`config.mk`:
```
export PLATFORM = sky130hd
export DESIGN_NAME = multicycle_controller_flat
export DESIGN_NICKNAME = d
export VERILOG_FILES = /design/src/rtl/multicycle_controller_if.sv /design/src/rtl/multicycle_controller.sv /design/src/flat_wrapper.sv
export SDC_FILE = /design/constraint.sdc
export NUM_CORES = 1
export LEC_CHECK = 0
export CORE_MARGIN = 2
export CORE_UTILIZATION = 44
export DETAILED_ROUTE_END_ITERATION = 10
export GPL_ROUTABILITY_DRIVEN = 1
export PLACE_DENSITY = 0.81
export SLEW_MARGIN = 0
export SYNTH_ARGS = -nofsm -noshare
export SYNTH_HDL_FRONTEND = slang
export SYNTH_SLANG_ARGS = --single-unit
```
`constraint.sdc`:
```
create_clock -name clk -period 2.7 [get_ports clk]
set_input_delay 0.81 -clock clk [delete_from_list [all_inputs] [get_ports clk]]
set_output_delay 0.81 -clock clk [all_outputs]
set_load 0.005 [all_outputs]
```
`src/rtl/multicycle_controller_if.sv`:
```
// Control bundle between the multicycle controller and the shared MIPS datapath.
// The master side is the controller: it reads IR/flags and drives the control set.
interface multicycle_controller_if #(
  parameter int CNT_W = 32
);
  logic [31:0]      instr;
  logic             zero;
  logic             mem_ready;
  logic             PCWrite;
  logic             IRWrite;
  logic             RegWrite;
  logic             MemWrite;
  logic             MemRead;
  logic             ExtOp;
  logic             ALUSrc;
  logic             RegDst;
  logic             MemtoReg;
  logic [1:0]       nPC_sel;
  logic [2:0]       ALUctr;
  logic             ExtHigh;
  logic             JAL_PC;
  logic             illegal;
  logic [2:0]       state;
  logic [CNT_W-1:0] instret;

  modport master (
    input  instr, zero, mem_ready,
    output PCWrite, IRWrite, RegWrite, MemWrite, MemRead, ExtOp, ALUSrc, RegDst,
           MemtoReg, nPC_sel, ALUctr, ExtHigh, JAL_PC, illegal, state, instret
  );

  modport slave (
    output instr, zero, mem_ready,
    input  PCWrite, IRWrite, RegWrite, MemWrite, MemRead, ExtOp, ALUSrc, RegDst,
           MemtoReg, nPC_sel, ALUctr, ExtHigh, JAL_PC, illegal, state, instret
  );
endinterface

```
`src/rtl/multicycle_controller.sv`:
```
// Moore FSM sequencing the shared MIPS datapath: 3 cycles (beq/jr/jal), 4 (ALU ops, sw),
// 5 (lw), plus one per MEM cycle with mem_ready low; all outputs decode from state and IR.
module multicycle_controller #(
  parameter int CNT_W = 32
) (
  input  logic                   clk,
  input  logic                   reset,
  multicycle_controller_if.master bus
);

  typedef enum logic [2:0] {
    FETCH  = 3'd0,
    DECODE = 3'd1,
    EXEC   = 3'd2,
    MEM    = 3'd3,
    WB     = 3'd4
  } state_t;

  localparam logic [5:0] OP_RTYPE = 6'h00;
  localparam logic [5:0] OP_ORI   = 6'h0d;
  localparam logic [5:0] OP_LUI   = 6'h0f;
  localparam logic [5:0] OP_LW    = 6'h23;
  localparam logic [5:0] OP_SW    = 6'h2b;
  localparam logic [5:0] OP_BEQ   = 6'h04;
  localparam logic [5:0] OP_JAL   = 6'h03;
  localparam logic [5:0] FN_ADD   = 6'h20;
  localparam logic [5:0] FN_SUB   = 6'h22;
  localparam logic [5:0] FN_JR    = 6'h08;

  state_t           state_q, state_d;
  logic [CNT_W-1:0] instret_q;
  logic             retire;

  logic [5:0] op, fn;
  logic       is_add, is_sub, is_jr, is_ori, is_lui, is_lw, is_sw, is_beq, is_jal;
  logic       unused_instr;

  assign op = bus.instr[31:26];
  assign fn = bus.instr[5:0];
  assign unused_instr = ^bus.instr[25:6];

  assign is_add = (op == OP_RTYPE) && (fn == FN_ADD);
  assign is_sub = (op == OP_RTYPE) && (fn == FN_SUB);
  assign is_jr  = (op == OP_RTYPE) && (fn == FN_JR);
  assign is_ori = (op == OP_ORI);
  assign is_lui = (op == OP_LUI);
  assign is_lw  = (op == OP_LW);
  assign is_sw  = (op == OP_SW);
  assign is_beq = (op == OP_BEQ);
  assign is_jal = (op == OP_JAL);

  logic       pc_write, ir_write, reg_write, mem_write, mem_read;
  logic       ext_op, alu_src, reg_dst, mem_to_reg, ext_high, jal_pc, illegal;
  logic [1:0] npc_sel;
  logic [2:0] alu_ctr;

  always_ff @(posedge clk or posedge reset) begin
    if (reset) begin
      state_q   <= FETCH;
      instret_q <= '0;
    end else begin
      state_q <= state_d;
      if (retire) instret_q <= instret_q + CNT_W'(1);
    end
  end

  always_comb begin
    state_d    = FETCH;
    retire     = 1'b0;
    pc_write   = 1'b0;
    ir_write   = 1'b0;
    reg_write  = 1'b0;
    mem_write  = 1'b0;
    mem_read   = 1'b0;
    ext_op     = 1'b0;
    alu_src    = 1'b0;
    reg_dst    = 1'b0;
    mem_to_reg = 1'b0;
    npc_sel    = 2'd0;
    alu_ctr    = 3'd0;
    ext_high   = 1'b0;
    jal_pc     = 1'b0;
    illegal    = 1'b0;

    case (state_q)
      FETCH: begin
        ir_write = 1'b1;
        pc_write = 1'b1;
        state_d  = DECODE;
      end
      DECODE: begin
        if (is_jal) begin
          state_d = WB;
        end else if (is_add || is_sub || is_ori || is_lui || is_lw || is_sw || is_beq || is_jr) begin
          state_d = EXEC;
        end else begin
          illegal = 1'b1;
        end
      end
      EXEC: begin
        if (is_add) begin
          reg_dst = 1'b1;
          state_d = WB;
        end else if (is_sub) begin
          alu_ctr = 3'd1;
          reg_dst = 1'b1;
          state_d = WB;
        end else if (is_ori) begin
          alu_src = 1'b1;
          alu_ctr = 3'd2;
          state_d = WB;
        end else if (is_lui) begin
          alu_src  = 1'b1;
          ext_high = 1'b1;
          state_d  = WB;
        end else if (is_lw || is_sw) begin
          alu_src = 1'b1;
          ext_op  = 1'b1;
          state_d = MEM;
        end else if (is_beq) begin
          alu_ctr  = 3'd1;
          npc_sel  = 2'd1;
          pc_write = bus.zero;
          retire   = 1'b1;
        end else if (is_jr) begin
          npc_sel  = 2'd3;
          pc_write = 1'b1;
          retire   = 1'b1;
        end
      end
      MEM: begin
        // Address operands stay on the ALU so the memory sees a stable address while waiting.
        alu_src   = 1'b1;
        ext_op    = 1'b1;
        mem_read  = is_lw;
        mem_write = is_sw;
        if (!bus.mem_ready) begin
          state_d = MEM;
        end else if (is_lw) begin
          state_d = WB;
        end else begin
          retire = is_sw;
        end
      end
      WB: begin
        reg_write = 1'b1;
        retire    = 1'b1;
        if (is_add || is_sub) begin
          reg_dst = 1'b1;
        end else if (is_lw) begin
          mem_to_reg = 1'b1;
        end else if (is_ori) begin
          alu_src = 1'b1;
          alu_ctr = 3'd2;
        end else if (is_lui) begin
          alu_src  = 1'b1;
          ext_high = 1'b1;
        end else if (is_jal) begin
          jal_pc   = 1'b1;
          pc_write = 1'b1;
          npc_sel  = 2'd2;
        end
      end
      default: state_d = FETCH;
    endcase

    // State snaps to FETCH asynchronously, so gate the FETCH enables while reset is held.
    if (reset) begin
      pc_write   = 1'b0;
      ir_write   = 1'b0;
      reg_write  = 1'b0;
      mem_write  = 1'b0;
      mem_read   = 1'b0;
      ext_op     = 1'b0;
      alu_src    = 1'b0;
      reg_dst    = 1'b0;
      mem_to_reg = 1'b0;
      npc_sel    = 2'd0;
      alu_ctr    = 3'd0;
      ext_high   = 1'b0;
      jal_pc     = 1'b0;
      illegal    = 1'b0;
    end
  end

  assign bus.PCWrite  = pc_write;
  assign bus.IRWrite  = ir_write;
  assign bus.RegWrite = reg_write;
  assign bus.MemWrite = mem_write;
  assign bus.MemRead  = mem_read;
  assign bus.ExtOp    = ext_op;
  assign bus.ALUSrc   = alu_src;
  assign bus.RegDst   = reg_dst;
  assign bus.MemtoReg = mem_to_reg;
  assign bus.nPC_sel  = npc_sel;
  assign bus.ALUctr   = alu_ctr;
  assign bus.ExtHigh  = ext_high;
  assign bus.JAL_PC   = jal_pc;
  assign bus.illegal  = illegal;
  assign bus.state    = state_q;
  assign bus.instret  = instret_q;

endmodule

```
`src/flat_wrapper.sv`:
```
// flat-port wrapper written by rule: the top's interface ports become plain ports
module multicycle_controller_flat 
#(
  parameter int CNT_W = 32
)
  (clk, reset, bus_instr, bus_zero, bus_mem_ready, bus_PCWrite, bus_IRWrite, bus_RegWrite, bus_MemWrite, bus_MemRead, bus_ExtOp, bus_ALUSrc, bus_RegDst, bus_MemtoReg, bus_nPC_sel, bus_ALUctr, bus_ExtHigh, bus_JAL_PC, bus_illegal, bus_state, bus_instret);
  multicycle_controller_if #(.CNT_W(CNT_W)) bus_i ();
  input  logic clk;
  input  logic reset;
  input wire logic [$bits(bus_i.instr)-1:0] bus_instr;
  input wire logic [$bits(bus_i.zero)-1:0] bus_zero;
  input wire logic [$bits(bus_i.mem_ready)-1:0] bus_mem_ready;
  output wire logic [$bits(bus_i.PCWrite)-1:0] bus_PCWrite;
  output wire logic [$bits(bus_i.IRWrite)-1:0] bus_IRWrite;
  output wire logic [$bits(bus_i.RegWrite)-1:0] bus_RegWrite;
  output wire logic [$bits(bus_i.MemWrite)-1:0] bus_MemWrite;
  output wire logic [$bits(bus_i.MemRead)-1:0] bus_MemRead;
  output wire logic [$bits(bus_i.ExtOp)-1:0] bus_ExtOp;
  output wire logic [$bits(bus_i.ALUSrc)-1:0] bus_ALUSrc;
  output wire logic [$bits(bus_i.RegDst)-1:0] bus_RegDst;
  output wire logic [$bits(bus_i.MemtoReg)-1:0] bus_MemtoReg;
  output wire logic [$bits(bus_i.nPC_sel)-1:0] bus_nPC_sel;
  output wire logic [$bits(bus_i.ALUctr)-1:0] bus_ALUctr;
  output wire logic [$bits(bus_i.ExtHigh)-1:0] bus_ExtHigh;
  output wire logic [$bits(bus_i.JAL_PC)-1:0] bus_JAL_PC;
  output wire logic [$bits(bus_i.illegal)-1:0] bus_illegal;
  output wire logic [$bits(bus_i.state)-1:0] bus_state;
  output wire logic [$bits(bus_i.instret)-1:0] bus_instret;
  assign bus_i.instr = bus_instr;
  assign bus_i.zero = bus_zero;
  assign bus_i.mem_ready = bus_mem_ready;
  assign bus_PCWrite = bus_i.PCWrite;
  assign bus_IRWrite = bus_i.IRWrite;
  assign bus_RegWrite = bus_i.RegWrite;
  assign bus_MemWrite = bus_i.MemWrite;
  assign bus_MemRead = bus_i.MemRead;
  assign bus_ExtOp = bus_i.ExtOp;
  assign bus_ALUSrc = bus_i.ALUSrc;
  assign bus_RegDst = bus_i.RegDst;
  assign bus_MemtoReg = bus_i.MemtoReg;
  assign bus_nPC_sel = bus_i.nPC_sel;
  assign bus_ALUctr = bus_i.ALUctr;
  assign bus_ExtHigh = bus_i.ExtHigh;
  assign bus_JAL_PC = bus_i.JAL_PC;
  assign bus_illegal = bus_i.illegal;
  assign bus_state = bus_i.state;
  assign bus_instret = bus_i.instret;
  multicycle_controller #(.CNT_W(CNT_W)) u_core (.clk(clk), .reset(reset), .bus(bus_i));
endmodule
```
== Word-level counts from Yosys, hierarchy flattened ==
Cells that the tools add are included.

* Bits in registers: 35
* Word-level logic and storage cells: 134
* Output and inout bits: 52

* Add/subtract/negate cells: 1
* Mux-type cells: 105
* Reductions and logical operators: 13
* Eq/ne operators: 13

{| class="wikitable"
|+ Operator list
! cell !! number
|-
| 1-bit 2-to-1 mux || 65
|-
| 3-bit 2-to-1 mux || 15
|-
| 32-bit by 1-bit adder with 32-bit output (second input constant) || 1
|-
| 2-bit 2-to-1 mux || 16
|-
| 6-bit equality test (second input constant) || 4
|-
| 6-bit by 4-bit equality test with 1-bit output (second input constant) || 3
|-
| 3-bit case mux with 4 select lines || 1
|-
| 1-bit case mux with 3 select lines || 3
|-
| 1-bit logical OR || 8
|-
| 3-bit by 2-bit equality test with 1-bit output (second input constant) || 2
|-
| 6-bit by 2-bit equality test with 1-bit output (second input constant) || 1
|-
| 6-bit by 3-bit equality test with 1-bit output (second input constant) || 1
|-
| 6-bit logical NOT || 1
|-
| 1-bit case mux with 2 select lines || 3
|-
| 3-bit case mux with 2 select lines || 1
|-
| 2-bit case mux with 2 select lines || 1
|-
| 3-bit by 1-bit equality test with 1-bit output (second input constant) || 1
|-
| 3-bit equality test (second input constant) || 1
|-
| 1-bit logical AND || 3
|-
| 3-bit logical NOT || 1
|}

== Logic depth before layout (Yosys ltp) ==
Gate-level depths: netlist of the first run.

* Depth in word-level cells: 13
* Gate-level depth with buffers: 7
* Depth with buffers taken out: 6

== Least setup slack after synthesis of the first run ==
Ideal clock, no wire load.

* Path kind: input-to-output
* From: input reset
* To: output bus_MemWrite
* Stages: 3
* Arrival: 1869 ps
* Path slack: 21 ps
* Cell sequence: inv_1 -> nand4_1 -> nor2_1

* Longest elaborated chain between the ends: 1

{| class="wikitable"
|+ Ends and longest elaborated chain
! what !! RTL line !! text
|-
| start, declared || flat_wrapper.sv:9 || <nowiki>input logic reset;</nowiki>
|-
| 1-bit 2-to-1 mux || multicycle_controller.sv:168 || <nowiki>if (reset) begin</nowiki>
|-
| end, declared || flat_wrapper.sv:16 || <nowiki>output wire logic [$bits(bus_i.MemWrite)-1:0] bus_MemWrite;</nowiki>
|}

Every way passes these cells.

== Worst setup path after layout of the first run ==
* From: input bus_instr[31]
* To: output bus_PCWrite

* Longest elaborated chain between the ends: 11
* Elaborated cells on any way between the ends: 26
* Those cells by class: eq/ne: 6; mux: 14; reduce/logical: 6

{| class="wikitable"
|+ Ends and longest elaborated chain
! what !! RTL line !! text
|-
| start, declared || flat_wrapper.sv:10 || <nowiki>input wire logic [$bits(bus_i.instr)-1:0] bus_instr;</nowiki>
|-
| 6-bit logical NOT || multicycle_controller.sv:42, multicycle_controller.sv:43, multicycle_controller.sv:44 ||
|-
| 1-bit logical AND || multicycle_controller.sv:44 || <nowiki>assign is_jr = (op == OP_RTYPE) && (fn == FN_JR);</nowiki>
|-
| 1-bit 2-to-1 mux || multicycle_controller.sv:125 || <nowiki>end else if (is_jr) begin</nowiki>
|-
| 1-bit 2-to-1 mux || multicycle_controller.sv:120 || <nowiki>end else if (is_beq) begin</nowiki>
|-
| 1-bit 2-to-1 mux || multicycle_controller.sv:116 || <nowiki>end else if (is_lw || is_sw) begin</nowiki>
|-
| 1-bit 2-to-1 mux || multicycle_controller.sv:112 || <nowiki>end else if (is_lui) begin</nowiki>
|-
| 1-bit 2-to-1 mux || multicycle_controller.sv:108 || <nowiki>end else if (is_ori) begin</nowiki>
|-
| 1-bit 2-to-1 mux || multicycle_controller.sv:104 || <nowiki>end else if (is_sub) begin</nowiki>
|-
| 1-bit 2-to-1 mux || multicycle_controller.sv:101 || <nowiki>if (is_add) begin</nowiki>
|-
| 1-bit case mux with 3 select lines * || multicycle_controller.sv:85 || <nowiki>case (state_q)</nowiki>
|-
| 1-bit 2-to-1 mux * || multicycle_controller.sv:168 ||
|-
| end, declared || flat_wrapper.sv:13 || <nowiki>output wire logic [$bits(bus_i.PCWrite)-1:0] bus_PCWrite;</nowiki>
|}

Mark *: on every way between the ends. The rest lies on a longest branch, timed or not.

==> reports/results.ini, run 1 <==
[status]
status = finished, violations left
failed_checks = negative setup slack

[flow_run]
drv_cap = 0

[cells_and_area]
diodes = 0
mostFrequentLayoutCells = buf_4, clkdlybuf4s50_1, dfrtp_1
fillers = 321
fin_cells = 418
multi_input_area_mm2 = 0.00140
postLayoutCoreUtil_pct = 74.0
post-route-cell-area_mm2 = 0.00352
drive_above_1_share_pct = 36.2
nets = 388
area_growth_syn_to_layout_pct = 60.7
seqCellArea_um2 = 876
final_common_cell = buf_4

[setup_path]
required_ps = 1890
cp_data_arrival_time_ps = 2080
r2r_cells = 6
start_kind = input pin
cp_max_fo = 4
critical_path.top_delay_family = buffers and inverters
end_kind = primary output
slowest_stage = nor4_4
crit_buf_inv = 4
path_common_cell = buf_4
path_class = input pin to primary output
cp.depth = 8
slowest_delay_ps = 280
path_cells = buf_12 -> nor4_4 -> buf_4 -> nand4_1 -> buf_4 -> a211oi_2 -> o21a_1 -> buf_2

[worst_hold_path]
min_path_cells = 1
min_path_type = flip-flop to flip-flop

[synthesis]
syn_inst = 231
mappedNetlistArea_mm2 = 0.00219
synth_simple_gate_area_share_pct = 36.0
syn_avg_cell_area_um2 = 9.48
synth_seq_cells = 35
synthXorXnorAreaFrac_pct = 12.7
synth_edf_count = 0
ys.warnings.count = 0
syn_nets = 268
synthArstFlopShare_pct = 100
synth_top_family_by_area = simple AND/OR/NAND/NOR gates
synth_compound_area_share_pct = 5.88
synthAdderAreaFrac_pct = 0.571
ys.flop_type = dfrtp_1
yosysUniqueCellTypes = 51
ys_seq_area_share_pct = 40.0
synthMuxAreaShare_pct = 0.971

[global_route]
antenna_found_initial = 0
grt_max_degree = 36
grt_usage_pct = 24.6
grt_pass1_vias = 2208
grt_pass1_wl_mm = 10.6
overflow = 0

[detailed_routing]
ant_nets = 0
drc = 0
top_layer = met4
route.met3.wl_um = 353
detail_route.first_pass.iterations = 5
wire_per_inst_um = 16.2
drt_iter0_drc = 166
via_count = 2341
wl_met2_mm = 3.38
wl_met1_mm = 2.84
via_per_inst = 5.60
drt-total-wl_mm = 6.79

[floorplanning]
start_util_pct = 46.1
num_rows = 25
dieArea_mm2 = 0.00556
placeableCoreArea_mm2 = 0.00475
die_w_um = 74.6
die_h_um = 74.6
ios = 88

[timing]
final.setup.tns_ps = -768
fin_ws_ps = -187
skew_ps = 7.16
fmax_mhz = 346
finalSetupViolations = 6
fin_crit_sh_pct = 107
finalHoldViolCount = 0
slew_viol_final = 0
period_minus_slack_ps = 2890
rsz0062_at_grt = true

[power]
p_per_area_mw_per_mm2 = 530
p_leak_nw = 1.52
power_mw = 1.87
vdd_drop_max_mv = 0.338

[clock_tree]
numCtsBuffers = 5
cts_root_buffer = clkbuf_8
cts_max_path_buffers = 2
worstSkewPairLatency_ps = 290
cts.sinks = 35
cts_max_level = 2
cts.reportedPaths.clkPinSlew_ps = 70
cts_tree = built

[place]
dp_cells = 394
io_buffers = 66
gp_congestion = 0.975
dp_hpwl_mm = 4.44
dpl-instance-area_mm2 = 0.00319

## registers in the layout (all words and copies together) (netlist names)
| signal | count |
|---|---|
| u_core.bus.instret | 32 |
| u_core.bus.state | 3 |
## through the flow
stage,hold slack [ps],setup WS (ps)
after detailed placement,461,-903
after floorplan,465,21.5
after CTS,469,-129
after global placement,456,-848
final,466,-187
after global routing,508,-252
## repair_timing
| action | 4_1_cts | 5_1_grt |
|---|---|---|
| hold endpoints to repair | 0 | 0 |
| pin swaps | 24 | 8 |
| resized for setup | 114 | 29 |
| hold buffers | 0 | 0 |
| setup endpoints to repair | 16 | 14 |
| setup buffers | 15 | 4 |
## final timing paths
path | startpoint | to | slack (ps)
setup reg to reg | u_core.bus.state[2]$_DFF_PP0_ | u_core.bus.instret[24]$_DFFE_PP0P_ | 650
min in group asynchronous | reset | u_core.bus.instret[23]$_DFFE_PP0P_ | 1010
setup / recovery | bus_instr[31] | bus_PCWrite | -190
hold / removal | u_core.bus.instret[31]$_DFFE_PP0P_ | u_core.bus.instret[31]$_DFFE_PP0P_ | 470
max in group asynchronous | reset | u_core.bus.instret[12]$_DFFE_PP0P_ | 1380
hold reg to reg | u_core.bus.instret[31]$_DFFE_PP0P_ | u_core.bus.instret[31]$_DFFE_PP0P_ | 470
## metal layers
metal	vias to the layer above	track usage [%]
met1	1149	31.3
met4	0	10.7
met5	-	0
li1	1065	-
met3	26	3.93
met2	101	41.2
## power by group
part	leakage [nW]	switching, mW	internal (mW)	total [mW]
clock	0.0513	0.189	0.271	0.459
sequential	0.467	0.0697	0.577	0.647
combinational	1.01	0.343	0.416	0.759
## logic make-up after synthesis
family | Yosys count
flops | 35
compound gates | 18
fa+ha+maj | 1
other cells | 1
xor+xnor | 31
simple gates | 128
mux | 2
buf+inv | 15
## layout make-up
| type | count | share of cell area [%] |
|---|---|---|
| Multi-Input combinational cell | 181 | 39.6 |
| Sequential cell | 35 | 24.9 |
| Tap cell | 67 | 2.38 |
| Clock inverter | 1 | 0.853 |
| Inverter | 5 | 0.533 |
| Clock buffer | 6 | 2.06 |
| Timing Repair Buffer | 123 | 29.6 |
## synth_stat cells (5+ instances only)
cell type / number / area share, %
nand2_1: 15 / 2.6
a21oi_1: 7 / 1.6
dfrtp_1: 35 / 40
xnor2_1: 27 / 11
nand3_1: 23 / 5.3
nand4_1: 17 / 4.9
nand2b_1: 5 / 1.4
and3_1: 8 / 2.3
inv_1: 5 / 0.86
nor2_1: 17 / 2.9
nor3b_1: 6 / 2.1
nor3_1: 6 / 1.4
(Power assumes the default switching activity.)
==> run 2, diff against run 1 <==
--- a/config.mk
+++ b/config.mk
@@ -5,8 +5,9 @@
 export SDC_FILE = /design/constraint.sdc
 export NUM_CORES = 1
 export LEC_CHECK = 0
+export ABC_AREA = 1
 export CORE_MARGIN = 2
-export CORE_UTILIZATION = 44
+export CORE_UTILIZATION = 47
 export DETAILED_ROUTE_END_ITERATION = 10
 export GPL_ROUTABILITY_DRIVEN = 1
 export PLACE_DENSITY = 0.81
==> run 2 against run 1 <==
  * The run still ends with negative setup slack left
  * Synthesized area increased by 27%
  * Count of clock-buffer cells in the layout decreased by 1
  * Routed wire length increased by 46%
  * Via count increased by 48%
  * Flip-flop and latch count unchanged
  * Hold slack improved by 120 ps
  * Global-route usage increased by 4.7 points
  * Sequential power decreased by 11%
  * Utilization increased by 0.43 points
  * Cell count increased by 55%
  * Critical path type is now input pin to flip-flop
  * Critical endpoint is now u_core.bus.state[1]$_DFF_PP0_
  * Largest cell class unchanged
  * Highest routed layer unchanged
==> reports/results.ini, run 2 <==
[synthesis]
synth_edf_count = 0  ; unchanged
synth_seq_cells = 35  ; unchanged
synthArstFlopShare_pct = 100  ; unchanged
synth_top_cell_area_share_pct = 31.5  ; -8.4 points
yosysUniqueCellTypes = 27  ; -47%
ys.warnings.count = 0  ; unchanged
synth.top_cells.by_area = dfrtp_1, nand2_1, nor2_1, nand3_1, nand3b_1
synthTopCellsByCount = nand2_1, nor2_1, nand3_1, dfrtp_1, inv_1
ys.flop_type = dfrtp_1
ys_seq_area_share_pct = 31.5  ; -8.4 points
mappedNetlistArea_mm2 = 0.00278  ; +27%
yosysTopAreaCell = dfrtp_1
syn_inst = 457  ; +98%
syn_avg_cell_area_um2 = 6.08  ; -36%
synth_most_common_cell = nand2_1
syn_nets = 494  ; +84%

[timing]
rsz0062_at_grt = true
period_minus_slack_ps = 2860  ; -23.4 ps
final.setup.tns_ps = -717  ; +50.8 ps
fmax_mhz = 349  ; +0.82%
skew_ps = 8.45  ; +1.28 ps
hold_ws_ps = 589  ; +123 ps
slew_viol_final = 0  ; unchanged
finalHoldViolCount = 0  ; unchanged
finalSetupViolations = 8  ; +2
fin_crit_sh_pct = 106  ; -0.86 points
fin_ws_ps = -164  ; +23.4 ps

[setup_path]
critical_path.top_delay_family = buffers and inverters
path_common_cell = buf_4
start_kind = input pin
required_ps = 2890  ; +1000 ps
crit_buf_inv = 14  ; +10
slowest_delay_ps = 160  ; -120 ps
cp_data_arrival_time_ps = 3060  ; +980 ps
path_cells = buf_8 -> nor2_4 -> buf_4 -> buf_6 -> nand3_2 -> nand2_4 -> nor2_4 -> nand3_2 -> buf_6 -> buf_4 -> buf_4 -> buf_4 -> buf_4 -> buf_4 -> buf_4 -> buf_4 -> buf_4 -> buf_4 -> buf_4 -> nand2_2 -> nand2_1
end_kind = flip-flop
cp_max_fo = 3  ; -1
slowest_stage = buf_6
path_class = input pin to flip-flop

[global_route]
grt_pass1_wl_mm = 15.2  ; +44%
antenna_found_initial = 0  ; unchanged
grt_pass1_vias = 3181  ; +44%
grt_max_degree = 34  ; -5.6%
overflow = 0  ; unchanged
grt_usage_pct = 29.3  ; +4.7 points

[detailed_routing]
drt_iter0_drc = 303  ; +83%
wire_per_inst_um = 15.3  ; -5.8%
ant_nets = 0  ; unchanged
route.met3.wl_um = 746  ; +110%
drc = 0  ; unchanged
wl_met1_mm = 3.98  ; +40%
via_count = 3474  ; +48%
top_layer = met4
detail_route.first_pass.iterations = 5  ; unchanged
wl_met2_mm = 4.91  ; +45%
drt-total-wl_mm = 9.93  ; +46%
via_per_inst = 5.35  ; -4.4%

[floorplanning]
die_w_um = 80.9  ; +8.5%
start_util_pct = 49.5  ; +3.5 points
dieArea_mm2 = 0.00654  ; +18%
num_rows = 27  ; +8.0%
placeableCoreArea_mm2 = 0.00561  ; +18%
ios = 88  ; unchanged
die_h_um = 80.9  ; +8.5%

[clock_tree]
cts_max_path_buffers = 2  ; unchanged
cts.sinks = 35  ; unchanged
cts_max_level = 2  ; unchanged
worstSkewPairLatency_ps = 300  ; about the same
cts_tree = built
cts_root_buffer = clkbuf_8
numCtsBuffers = 5  ; unchanged
cts.reportedPaths.clkPinSlew_ps = 90  ; +20 ps
holdBufCountCts = 0  ; unchanged

[power]
pwr-share-seq_pct = 41.6  ; +6.9 points
p_leak_nw = 2.06  ; +35%
p_int_mw = 0.966  ; -24%
vdd_drop_max_mv = 0.345  ; +2.2%
switching_power_mw = 0.417  ; -31%
pwr-share-comb_pct = 22.6  ; -18 points
swShare_pct = 30.2  ; -2.1 points
clkPwrFrac_pct = 35.8  ; +11 points
p_per_area_mw_per_mm2 = 331  ; -37%

[cells_and_area]
post-route-cell-area_mm2 = 0.00418  ; +19%
drive_above_1_share_pct = 25.0  ; -11 points
area_growth_syn_to_layout_pct = 50.3
diodes = 0  ; unchanged
largest_register_ffs = 32  ; unchanged
postLayoutCoreUtil_pct = 74.5  ; +0.43 points
mostFrequentLayoutCells = nand2_1, nor2_1, buf_4
final_common_cell = nand2_1
nets = 613  ; +58%

[place]
io_buffers = 66  ; unchanged
gp_congestion = 0.993  ; +1.8%
dpl-instance-area_mm2 = 0.00363  ; +14%
dp_hpwl_mm = 6.29  ; +42%

[status]
status = finished, violations left
failed_checks = negative setup slack

[worst_hold_path]
min_path_type = flip-flop to flip-flop

[flow_run]
drv_cap = 0  ; unchanged

[run 2: changes by cell type after synthesis, sizes merged, moves of 8 or more]
| cell | previous run | this run |
|---|---|---|
| nand2 | 15 | 200 |
| nor2 | 17 | 88 |
| inv | 5 | 33 |
| xnor2 | 28 | 3 |
| nand3 | 24 | 44 |
| nand4 | 19 | 3 |
| nand3b | 4 | 16 |
| and3 | 9 | 0 |
| xor2 | 3 | 11 |
[run 2: cell families (layout without fill, tap and decap cells)]
| kind of cell | count (synthesis) | count (layout) | share of synthesized area [%] |
|---|---|---|---|
| buffers and inverters | 44 | 164 | 7.30 |
| AOI/OAI and AO/OA | 7 | 7 | 1.40 |
| xor gates and xnor gates | 14 | 14 | 4.41 |
| and+or+nand+nor | 355 | 355 | 54.8 |
| adders and majority gates | 1 | 1 | 0.450 |
| DFF | 35 | 35 | 31.5 |
| other | 1 | 1 | 0.135 |
[run 2: timing repair]
action | in CTS | in global routing
pin swaps | 20 | 25
endpoints found under the setup margin | 16 | 13
buffers inserted | 21 | 14
gates resized for setup | 119 | 65
cloned | 0 | 0
[run 2: path summary, 6_finish.rpt]
| check | to | from | slack, ps | cells after the start |
|---|---|---|---|---|
| min in group asynchronous | u_core.bus.state[2]$_DFF_PP0_ | reset | 800 | 4 |
| max in group asynchronous | u_core.bus.instret[5]$_DFFE_PP0P_ | reset | 1680 | 4 |
| worst min register to register | u_core.bus.instret[31]$_DFFE_PP0P_ | u_core.bus.instret[31]$_DFFE_PP0P_ | 590 | 2 |
| worst min-delay path | u_core.bus.instret[31]$_DFFE_PP0P_ | u_core.bus.instret[31]$_DFFE_PP0P_ | 590 | 2 |
| worst max register to register | u_core.bus.instret[27]$_DFFE_PP0P_ | u_core.bus.state[1]$_DFF_PP0_ | 620 | 8 |
| worst max-delay path | u_core.bus.state[1]$_DFF_PP0_ | bus_instr[31] | -160 | 21 |
[run 2: area by class of cell]
class / instances / area (um^2)
clock buffer: 5 / 68.8
tap: 72 / 90.1
clock inverter: 3 / 43.8
fill: 444 / 1430
inverter: 33 / 133
timing repair buffer: 123 / 1070
sequential: 35 / 876
multi-input combinational: 378 / 1890
[run 2: power groups by stage]
stage / sequential [mW] / combinational [mW] / clock [mW]
3_5_place_dp: 0.583 / 0.241 / 0
2_1_floorplan: 0.577 / 0.112 / 0
3_3_place_gp: 0.583 / 0.237 / 0
5_1_grt: 0.577 / 0.339 / 0.517
4_1_cts: 0.574 / 0.257 / 0.497
6_report: 0.575 / 0.313 / 0.496
[run 2: routing by layer]
metal	GRT usage [%]	vias up
met3	4.67	31
li1	-	1651
met5	0	-
met2	50.4	170
met4	9.32	0
met1	37.4	1622
[run 2: stage by stage]
stage               power, mW  setup WS [ps]  cells
CTS                      1.33           -148    636
global placement        0.820           -767    607
global route             1.43           -212    649
finish                   1.38           -164    649
floorplan               0.689           1.05    457
detailed placement      0.824           -764    607
[run 2: worst register-to-register path: stages (launching register included)]
cell and delay (ps):
dfrtp_1 420, buf_4 150, nand3_1 210, inv_1 200
nand2_4 110, buf_4 340, nand2_4 300, nand2_1 170
nand2_1 70
